File: config.mk
export PLATFORM = sky130hd
export DESIGN_NAME = control_sequencer_flat
export DESIGN_NICKNAME = d
export VERILOG_FILES = /design/src/rtl/control_sequencer_if.sv /design/src/rtl/control_sequencer.sv /design/src/flat_wrapper.sv
export SDC_FILE = /design/constraint.sdc
export NUM_CORES = 1
export LEC_CHECK = 0
export BUFFER_PORTS_ARGS = -buffer_cell sky130_fd_sc_hd__buf_2
export CORE_AREA = 2 2 39 41
export DETAILED_ROUTE_END_ITERATION = 6
export DIE_AREA = 0 0 41 43
export HOLD_SLACK_MARGIN = 0.02
export PLACE_DENSITY_LB_ADDON = 0.25
export SLEW_MARGIN = 40
export SYNTH_ARGS = -nofsm -noshare
export SYNTH_HDL_FRONTEND = slang
export SYNTH_SLANG_ARGS = --single-unit
File: constraint.sdc
create_clock -name clk -period 1.88 [get_ports clk]
set_clock_uncertainty 0.1 [all_clocks]
set_input_delay 0.282 -clock clk [delete_from_list [all_inputs] [get_ports clk]]
set_output_delay 0.282 -clock clk [all_outputs]
set_load 0.02 [all_outputs]
File: src/rtl/control_sequencer_if.sv
// Sequencer <-> datapath connection: instruction/flags in, bus select and load strobes out.
interface control_sequencer_if #(
    parameter int DATA_W = 8
);
    logic [DATA_W-1:0] instr;
    logic              flag_c;
    logic              flag_z;
    logic [2:0]        bus_sel;
    logic              ld_mar;
    logic              ld_ir;
    logic              ld_a;
    logic              ld_b;
    logic              ld_out;
    logic              ld_flags;
    logic              pc_inc;
    logic              pc_ld;
    logic              mem_we;
    logic              alu_sub;
    logic [2:0]        tstate;
    logic              halted;

    modport master (
        input  instr, flag_c, flag_z,
        output bus_sel, ld_mar, ld_ir, ld_a, ld_b, ld_out, ld_flags,
        output pc_inc, pc_ld, mem_we, alu_sub, tstate, halted
    );

    modport slave (
        output instr, flag_c, flag_z,
        input  bus_sel, ld_mar, ld_ir, ld_a, ld_b, ld_out, ld_flags,
        input  pc_inc, pc_ld, mem_we, alu_sub, tstate, halted
    );
endinterface

File: src/rtl/control_sequencer.sv
// Microcoded fetch/decode/execute sequencer for the 8-bit computer.
// Optional SINGLE_STEP_EN adds step_mode/step inputs for manual T-state stepping.
module control_sequencer #(
    parameter int DATA_W = 8,
    parameter int OPND_W = 4
) (
    input  logic clk,
    input  logic rst,
`ifdef SINGLE_STEP_EN
    input  logic step_mode,
    input  logic step,
`endif
    control_sequencer_if.master bus
);
    localparam int OPC_W = DATA_W - OPND_W;

    localparam logic [OPC_W-1:0] OP_LDA = OPC_W'(1);
    localparam logic [OPC_W-1:0] OP_ADD = OPC_W'(2);
    localparam logic [OPC_W-1:0] OP_SUB = OPC_W'(3);
    localparam logic [OPC_W-1:0] OP_STA = OPC_W'(4);
    localparam logic [OPC_W-1:0] OP_LDI = OPC_W'(5);
    localparam logic [OPC_W-1:0] OP_JMP = OPC_W'(6);
    localparam logic [OPC_W-1:0] OP_JC  = OPC_W'(7);
    localparam logic [OPC_W-1:0] OP_JZ  = OPC_W'(8);
    localparam logic [OPC_W-1:0] OP_IN  = OPC_W'(9);
    localparam logic [OPC_W-1:0] OP_OUT = OPC_W'(14);
    localparam logic [OPC_W-1:0] OP_HLT = OPC_W'(15);

    localparam logic [2:0] SEL_PC   = 3'd0;
    localparam logic [2:0] SEL_RAM  = 3'd1;
    localparam logic [2:0] SEL_OPND = 3'd2;
    localparam logic [2:0] SEL_A    = 3'd3;
    localparam logic [2:0] SEL_ALU  = 3'd4;
    localparam logic [2:0] SEL_IN   = 3'd6;
    localparam logic [2:0] SEL_IDLE = 3'd7;

    logic [OPC_W-1:0] opcode_s;
    logic [2:0]       tstate_q, tstate_d;
    logic             halted_q, halted_d;
    logic             advance_s;

    // Raw microcode decode, before reset/halt/step gating.
    logic [2:0] sel_s;
    logic       mar_s, ir_s, a_s, b_s, out_s, flg_s, inc_s, pld_s, we_s, sub_s;
    logic       kill_s;

    assign opcode_s = bus.instr[DATA_W-1:OPND_W];

`ifdef SINGLE_STEP_EN
    logic step_q;

    // Step input history for rising-edge detection.
    always_ff @(posedge clk) begin
        if (rst) begin
            step_q <= 1'b0;
        end else begin
            step_q <= step;
        end
    end

    assign advance_s = !step_mode || (step && !step_q);
`else
    assign advance_s = 1'b1;
`endif

    // Next T-state and halt decision.
    always_comb begin
        tstate_d = tstate_q;
        halted_d = halted_q;
        if (halted_q) begin
            tstate_d = 3'd2;
        end else if (tstate_q > 3'd4) begin
            tstate_d = 3'd0;
        end else if (!advance_s) begin
            tstate_d = tstate_q;
        end else begin
            case (tstate_q)
                3'd0: tstate_d = 3'd1;
                3'd1: tstate_d = 3'd2;
                3'd2: begin
                    if (opcode_s == OP_LDA || opcode_s == OP_ADD ||
                        opcode_s == OP_SUB || opcode_s == OP_STA) begin
                        tstate_d = 3'd3;
                    end else if (opcode_s == OP_HLT) begin
                        tstate_d = 3'd2;
                        halted_d = 1'b1;
                    end else begin
                        tstate_d = 3'd0;
                    end
                end
                3'd3: begin
                    if (opcode_s == OP_ADD || opcode_s == OP_SUB) begin
                        tstate_d = 3'd4;
                    end else begin
                        tstate_d = 3'd0;
                    end
                end
                default: tstate_d = 3'd0;
            endcase
        end
    end

    // Sequencer state registers.
    always_ff @(posedge clk) begin
        if (rst) begin
            tstate_q <= 3'd0;
            halted_q <= 1'b0;
        end else begin
            tstate_q <= tstate_d;
            halted_q <= halted_d;
        end
    end

    // Microcode: bus source and strobes for the current T-state.
    always_comb begin
        sel_s = SEL_IDLE;
        mar_s = 1'b0; ir_s  = 1'b0; a_s   = 1'b0; b_s   = 1'b0; out_s = 1'b0;
        flg_s = 1'b0; inc_s = 1'b0; pld_s = 1'b0; we_s  = 1'b0; sub_s = 1'b0;
        case (tstate_q)
            3'd0: begin
                sel_s = SEL_PC;
                mar_s = 1'b1;
            end
            3'd1: begin
                sel_s = SEL_RAM;
                ir_s  = 1'b1;
                inc_s = 1'b1;
            end
            3'd2: begin
                case (opcode_s)
                    OP_LDA, OP_ADD, OP_SUB, OP_STA: begin
                        sel_s = SEL_OPND;
                        mar_s = 1'b1;
                    end
                    OP_LDI: begin
                        sel_s = SEL_OPND;
                        a_s   = 1'b1;
                    end
                    OP_JMP: begin
                        sel_s = SEL_OPND;
                        pld_s = 1'b1;
                    end
                    OP_JC: begin
                        if (bus.flag_c) begin
                            sel_s = SEL_OPND;
                            pld_s = 1'b1;
                        end else begin
                            sel_s = SEL_IDLE;
                        end
                    end
                    OP_JZ: begin
                        if (bus.flag_z) begin
                            sel_s = SEL_OPND;
                            pld_s = 1'b1;
                        end else begin
                            sel_s = SEL_IDLE;
                        end
                    end
                    OP_IN: begin
                        sel_s = SEL_IN;
                        a_s   = 1'b1;
                    end
                    OP_OUT: begin
                        sel_s = SEL_A;
                        out_s = 1'b1;
                    end
                    default: sel_s = SEL_IDLE;
                endcase
            end
            3'd3: begin
                case (opcode_s)
                    OP_LDA: begin
                        sel_s = SEL_RAM;
                        a_s   = 1'b1;
                    end
                    OP_ADD, OP_SUB: begin
                        sel_s = SEL_RAM;
                        b_s   = 1'b1;
                        sub_s = (opcode_s == OP_SUB);
                    end
                    OP_STA: begin
                        sel_s = SEL_A;
                        we_s  = 1'b1;
                    end
                    default: sel_s = SEL_IDLE;
                endcase
            end
            3'd4: begin
                if (opcode_s == OP_ADD || opcode_s == OP_SUB) begin
                    sel_s = SEL_ALU;
                    a_s   = 1'b1;
                    flg_s = 1'b1;
                    sub_s = (opcode_s == OP_SUB);
                end else begin
                    sel_s = SEL_IDLE;
                end
            end
            default: sel_s = SEL_IDLE;
        endcase
    end

    // Reset and halt silence everything; a held step only suppresses the loads.
    assign kill_s = rst || halted_q || !advance_s;

    assign bus.bus_sel  = (rst || halted_q) ? SEL_IDLE : sel_s;
    assign bus.ld_mar   = mar_s && !kill_s;
    assign bus.ld_ir    = ir_s  && !kill_s;
    assign bus.ld_a     = a_s   && !kill_s;
    assign bus.ld_b     = b_s   && !kill_s;
    assign bus.ld_out   = out_s && !kill_s;
    assign bus.ld_flags = flg_s && !kill_s;
    assign bus.pc_inc   = inc_s && !kill_s;
    assign bus.pc_ld    = pld_s && !kill_s;
    assign bus.mem_we   = we_s  && !kill_s;
    assign bus.alu_sub  = sub_s && !kill_s;
    assign bus.tstate   = tstate_q;
    assign bus.halted   = halted_q;
endmodule

File: src/flat_wrapper.sv
// flat-port wrapper written by rule: the top's interface ports become plain ports
module control_sequencer_flat 
#(
    parameter int DATA_W = 8,
    parameter int OPND_W = 4
)
  (clk, rst, bus_instr, bus_flag_c, bus_flag_z, bus_bus_sel, bus_ld_mar, bus_ld_ir, bus_ld_a, bus_ld_b, bus_ld_out, bus_ld_flags, bus_pc_inc, bus_pc_ld, bus_mem_we, bus_alu_sub, bus_tstate, bus_halted);
  control_sequencer_if #(.DATA_W(DATA_W)) bus_i ();
  input  logic clk;
  input  logic rst;
  input wire logic [$bits(bus_i.instr)-1:0] bus_instr;
  input wire logic [$bits(bus_i.flag_c)-1:0] bus_flag_c;
  input wire logic [$bits(bus_i.flag_z)-1:0] bus_flag_z;
  output wire logic [$bits(bus_i.bus_sel)-1:0] bus_bus_sel;
  output wire logic [$bits(bus_i.ld_mar)-1:0] bus_ld_mar;
  output wire logic [$bits(bus_i.ld_ir)-1:0] bus_ld_ir;
  output wire logic [$bits(bus_i.ld_a)-1:0] bus_ld_a;
  output wire logic [$bits(bus_i.ld_b)-1:0] bus_ld_b;
  output wire logic [$bits(bus_i.ld_out)-1:0] bus_ld_out;
  output wire logic [$bits(bus_i.ld_flags)-1:0] bus_ld_flags;
  output wire logic [$bits(bus_i.pc_inc)-1:0] bus_pc_inc;
  output wire logic [$bits(bus_i.pc_ld)-1:0] bus_pc_ld;
  output wire logic [$bits(bus_i.mem_we)-1:0] bus_mem_we;
  output wire logic [$bits(bus_i.alu_sub)-1:0] bus_alu_sub;
  output wire logic [$bits(bus_i.tstate)-1:0] bus_tstate;
  output wire logic [$bits(bus_i.halted)-1:0] bus_halted;
  assign bus_i.instr = bus_instr;
  assign bus_i.flag_c = bus_flag_c;
  assign bus_i.flag_z = bus_flag_z;
  assign bus_bus_sel = bus_i.bus_sel;
  assign bus_ld_mar = bus_i.ld_mar;
  assign bus_ld_ir = bus_i.ld_ir;
  assign bus_ld_a = bus_i.ld_a;
  assign bus_ld_b = bus_i.ld_b;
  assign bus_ld_out = bus_i.ld_out;
  assign bus_ld_flags = bus_i.ld_flags;
  assign bus_pc_inc = bus_i.pc_inc;
  assign bus_pc_ld = bus_i.pc_ld;
  assign bus_mem_we = bus_i.mem_we;
  assign bus_alu_sub = bus_i.alu_sub;
  assign bus_tstate = bus_i.tstate;
  assign bus_halted = bus_i.halted;
  control_sequencer #(.DATA_W(DATA_W), .OPND_W(OPND_W)) u_core (.clk(clk), .rst(rst), .bus(bus_i));
endmodule
Yosys cells after proc, flatten, opt, wreduce, memory -nomap -nowiden
Cells that the tools add are included.
{"block": "totals", "out_inout_bits": 17, "elab_cells": 80, "reg_bits": 4, "inputBits": 12}
{"block": "classes", "n_eq_ne": 15, "n_reduce_logical": 22, "n_mux": 39, "order_cmp": 1}
{"operator": "case mux 3 bit (5 select lines)", "n": 2}
{"operator": "2-to-1 mux 1 bit", "n": 22}
{"operator": "equality test 4 x 3 -> 1 bit (second input constant)", "n": 4}
{"operator": "equality test 4 bit (second input constant)", "n": 4}
{"operator": "2-to-1 mux 3 bit", "n": 5}
{"operator": "case mux 3 bit (4 select lines)", "n": 1}
{"operator": "logical AND 1 bit", "n": 9}
{"operator": "equality test 4 x 2 -> 1 bit (second input constant)", "n": 2}
{"operator": "2-to-1 mux 2 bit", "n": 4}
{"operator": "equality test 3 x 2 -> 1 bit (second input constant)", "n": 2}
{"operator": "case mux 1 bit (3 select lines)", "n": 2}
{"operator": "case mux 3 bit (2 select lines)", "n": 1}
{"operator": "OR reduction 3 bit", "n": 2}
{"operator": "OR reduction 6 bit", "n": 1}
{"operator": "logical OR 1 bit", "n": 5}
{"operator": "equality test 4 x 1 -> 1 bit (second input constant)", "n": 1}
{"operator": "case mux 1 bit (2 select lines)", "n": 2}
{"operator": "OR reduction 2 bit", "n": 2}
{"operator": "OR reduction 4 bit", "n": 1}
{"operator": "equality test 3 x 1 -> 1 bit (second input constant)", "n": 1}
{"operator": "equality test 3 bit (second input constant)", "n": 1}
{"operator": "> comparator 3 bit (second input constant)", "n": 1}
{"operator": "zero test 3 bit", "n": 1}
{"operator": "zero test 1 bit", "n": 1}

Longest topological paths before layout
{"block": "depth", "word_depth": 8, "ltp_mapped": 5, "mapped_depth_nobuf": 4}

Least setup slack after synthesis
Ideal clock, no wire load.
{"block": "synth_timing", "path_kind": "register to output", "from": "register u_core.tstate_q[0] (netlist: u_core.bus.tstate[0])", "to": "output bus_ld_a", "t_arrival_ns": 1.586, "n_path_buf": 1, "setup_slack_ns": -0.088, "t_required_ns": 1.498, "path_stages_with_launch": 6, "path_cell_list": "dfxtp_1 buf_4 nand3b_1 nor3_1 o21ai_0 a221oi_1"}
{"block": "synth_between", "elab_chain_cells": 3, "elab_cells_between_ends": 5, "cone_classes": "eq/ne: 3; mux: 1; reduce/logical: 1"}
{"item": "start: declaration", "line": "control_sequencer.sv:38", "text": "logic [2:0] tstate_q, tstate_d;"}
{"item": "start signal: assignment", "line": "control_sequencer.sv:109", "text": "tstate_q <= tstate_d;"}
{"item": "equality test 3 bit or equality test 3 x 2 -> 1 bit (tied branches)", "line": "control_sequencer.sv:119", "text": "case (tstate_q)"}
{"item": "case mux 1 bit (3 select lines) (*)", "line": "control_sequencer.sv:119"}
{"item": "logical AND 1 bit (*)", "line": "control_sequencer.sv:208", "text": "assign bus.ld_a = a_s && !kill_s;"}
{"item": "end: declaration", "line": "flat_wrapper.sv:17", "text": "output wire logic [$bits(bus_i.ld_a)-1:0] bus_ld_a;"}
Every way passes the cells marked *; elsewhere a longest branch is shown, timed or not.

Final worst setup path
{"block": "layout_timing", "from": "register u_core.halted_q (netlist: u_core.bus.halted)", "to": "output bus_bus_sel[2]"}
{"block": "layout_between", "elab_chain_cells": 2}
{"item": "start: declaration", "line": "control_sequencer.sv:39", "text": "logic halted_q, halted_d;"}
{"item": "start signal: assignment", "line": "control_sequencer.sv:110", "text": "halted_q <= halted_d;"}
{"item": "logical OR 1 bit", "line": "control_sequencer.sv:205", "text": "assign bus.bus_sel = (rst || halted_q) ? SEL_IDLE : sel_s;"}
{"item": "2-to-1 mux 3 bit", "line": "control_sequencer.sv:205"}
{"item": "end: declaration", "line": "flat_wrapper.sv:14", "text": "output wire logic [$bits(bus_i.bus_sel)-1:0] bus_bus_sel;"}
Every way passes these cells.

==> summary.txt <==
Synth cell types - 33
HP Class - input pin to register
Power Dens Cells - 486.3 mW/mm^2
pin count of the biggest net entering global routing - 13
Buffers on Ports - 24
dpl ws - 96.98 ps
relative slew slack - 0.8319
depth of the worst register-to-register path - 3
Cells after Synth - 78
leakage power - 0.3627 nW
fraction of layout cells with a size suffix above 1 - 0.4907
post-synth net total - 90
crit path cell chain - or3_4, a311oi_4, a22oi_1, buf_2
crit path from - u_core.bus.halted
clock transition at the registers of the reported paths - 40 ps
reg-to-reg critical path endpoint - u_core.bus.tstate[0]
kind of critical path - register to output port
CTS buffer count - 3
CTS tree - yes
critical path peak fanout - 2
Worst-Skew Late Latency - 240 ps
fin cells - 124
CP required - 1500 ps
reg-to-reg slack, setup - 680 ps
CP Launch Type - register
wire length per cell - 12.58 um
# DRC - 0
Worst Setup EP - bus_bus_sel[2]
Root Driver - clkbuf_4
RePlAce Congestion - 0.9215
# setup viols final - 0
DRT Wirelength - 1.560 mm
initial drt markers - 17
drt first pass iters - 4
Mapped Area - 541.8 um^2
I/O pin count - 29
Clock Path Buffers - 2
crit share post-route - 0.9745
die height - 43 um
Peak VDD IR - 0.0001663 V
Routed Antenna Nets - 0
Area growth, synth to finish - 44.11%
vias in the first global route - 577
first-pass GRT wire length - 2.470 mm
CP arrival - 1450 ps
Core Region - 0.001384 mm^2
syn avg cell area - 6.946 um^2
FF-to-FF Start - u_core.bus.halted
status - finished clean
via count - 676
minimum clock period - 1832 ps
Synth Warn # - 0
DIE AREA - 0.001763 mm^2
final net count - 122
crit end category - output port
Hold WS - 148.9 ps
max incr delay on CP - 400 ps
RSZ-0062 raised after global routing - yes
final-report hold violation count - 0
max cap viols - 0
post-DP HPWL - 1.149 mm
Seq/Total Area, Yosys - 0.1478
CP max stage cell - or3_4
# diodes - 0
Inst Count DP - 117
Total GRT Usage - 0.2062
flops & latches, synth - 4
final worst slack - 47.99 ps
initial antenna violation count - 0
Site Rows - 14
Die Width - 41 um
CTS H-tree lvls - 1
vias per inst - 5.452
Initial Util - 0.3915
GRT Residual Overflow - 0
Max Fclk - 545.8 MHz
# clock sinks - 4
max-slew violation total from the final report - 0
Tightest Pin Transition - 252.2 ps
registers in the layout (all words and copies together) (netlist names):
name and flops:
u_core.bus.halted 1, u_core.bus.tstate 3
critical path, delay by kind of cell (launching register included):
kind                   cells  cell delay (ps)
AO/OA/AOI/OAI              2              340
buffers and inverters      1              170
flip-flops                 1              310
AND/OR/NAND/NOR            1              400
metrics by stage:
step / util / area (um^2) / TNS, ps / power, W
after global routing: 0.5642 / 780.7 / -57.23 / 0.0004068
after global placement: 0.4882 / 675.6 / 0 / 0.0002523
after CTS: 0.5226 / 723.2 / 0 / 0.0003729
after floorplan: - / 548.0 / 0 / 0.0002152
after detailed placement: 0.4882 / 675.6 / 0 / 0.0002534
final: 0.5642 / 780.7 / 0 / 0.0003797
cells in the mapped netlist:
cell type / count / area, um^2
buf_6: 2 / 22.52
o21ai_0: 5 / 25.02
a311oi_2: 1 / 15.01
or2b_1: 1 / 7.510
a31oi_1: 3 / 18.77
nand2_1: 3 / 11.26
nor2_1: 16 / 60.06
mux2i_1: 2 / 20.02
o22ai_1: 1 / 6.260
nor3_1: 3 / 15.01
nand3b_1: 2 / 15.01
and3_1: 3 / 18.77
and3_2: 1 / 7.510
and4_1: 2 / 17.52
a22oi_1: 1 / 7.510
nand3_1: 2 / 10.01
o211a_1: 1 / 10.01
buf_4: 4 / 30.03
xor2_1: 1 / 8.760
xnor2_1: 2 / 17.52
or2_2: 1 / 6.260
a211oi_1: 1 / 7.510
a32oi_1: 1 / 8.760
nand2b_1: 1 / 6.260
buf_2: 1 / 5.000
o211ai_1: 1 / 7.510
and2_2: 1 / 7.510
nor3b_1: 3 / 22.52
inv_1: 3 / 11.26
a21oi_1: 3 / 15.01
a221oi_1: 1 / 8.760
or3_4: 1 / 11.26
dfxtp_1: 4 / 80.08
power by group:
part | internal [W] | total, W | switching [W]
clock network | 0.0000716 | 0.000110 | 0.0000381
logic | 0.0000710 | 0.000171 | 0.0000995
registers | 0.0000895 | 0.0000995 | 0.0000100
logic make-up after synthesis:
family | share of synthesized area
AO/OA/AOI/OAI | 0.2402
XOR/XNOR | 0.04851
buffers and inverters | 0.1270
flip-flops | 0.1478
multiplexers | 0.03695
AND/OR/NAND/NOR | 0.3996
cell usage in the layout, fill, tap and decap left out, types with 2 or more instances in the layout:
cell	n
buf_2	22
nor2_1	13
buf_4	12
o21ai_0	4
a31oi_1	3
inv_1	3
nand2_1	3
and3_1	3
clkbuf_4	3
nor2_2	2
nand3b_1	2
a21oi_1	2
mux2i_1	2
nor3_1	2
nor3b_1	2
xnor2_1	2
nand3_1	2
and4_1	2
dfxtp_2	2
dfxtp_4	2
routing by layer:
metal	vias to the layer above	global-route usage	wire length [um]
li1	340	-	-
met3	4	0.03141	106
met2	31	0.2969	783
met5	-	0	0
met4	0	0.1000	23
met1	301	0.2866	646
what timing repair did:
action	4_1_cts	5_1_grt
resized for setup	5	12
setup endpoints to repair	3	6
endpoints found under the hold margin	0	0
setup buffers	2	2
pin swaps	2	1
hold buffers	0	0
layout make-up:
cell class                 instances  area, um^2
multi-input combinational         64       436.7
inverter                           3       11.26
tap                               16       20.02
sequential                         4       90.09
clock buffer                       3       22.52
timing repair buffer              34       200.2
fill                             136       603.1
worst min-delay path by stage:
| stage | start | end | slack (ps) | depth (start not counted) |
|---|---|---|---|---|
| after global routing | rst | u_core.bus.halted | 150 | 2 |
| after detailed placement | rst | u_core.bus.halted | 400 | 2 |
| after global placement | rst | u_core.bus.halted | 410 | 2 |
| after CTS | rst | u_core.bus.tstate[1] | 140 | 2 |
| final | rst | u_core.bus.tstate[1] | 150 | 2 |
| after floorplan | rst | u_core.bus.halted | 250 | 1 |
Power figures use the tool's default switching activity.
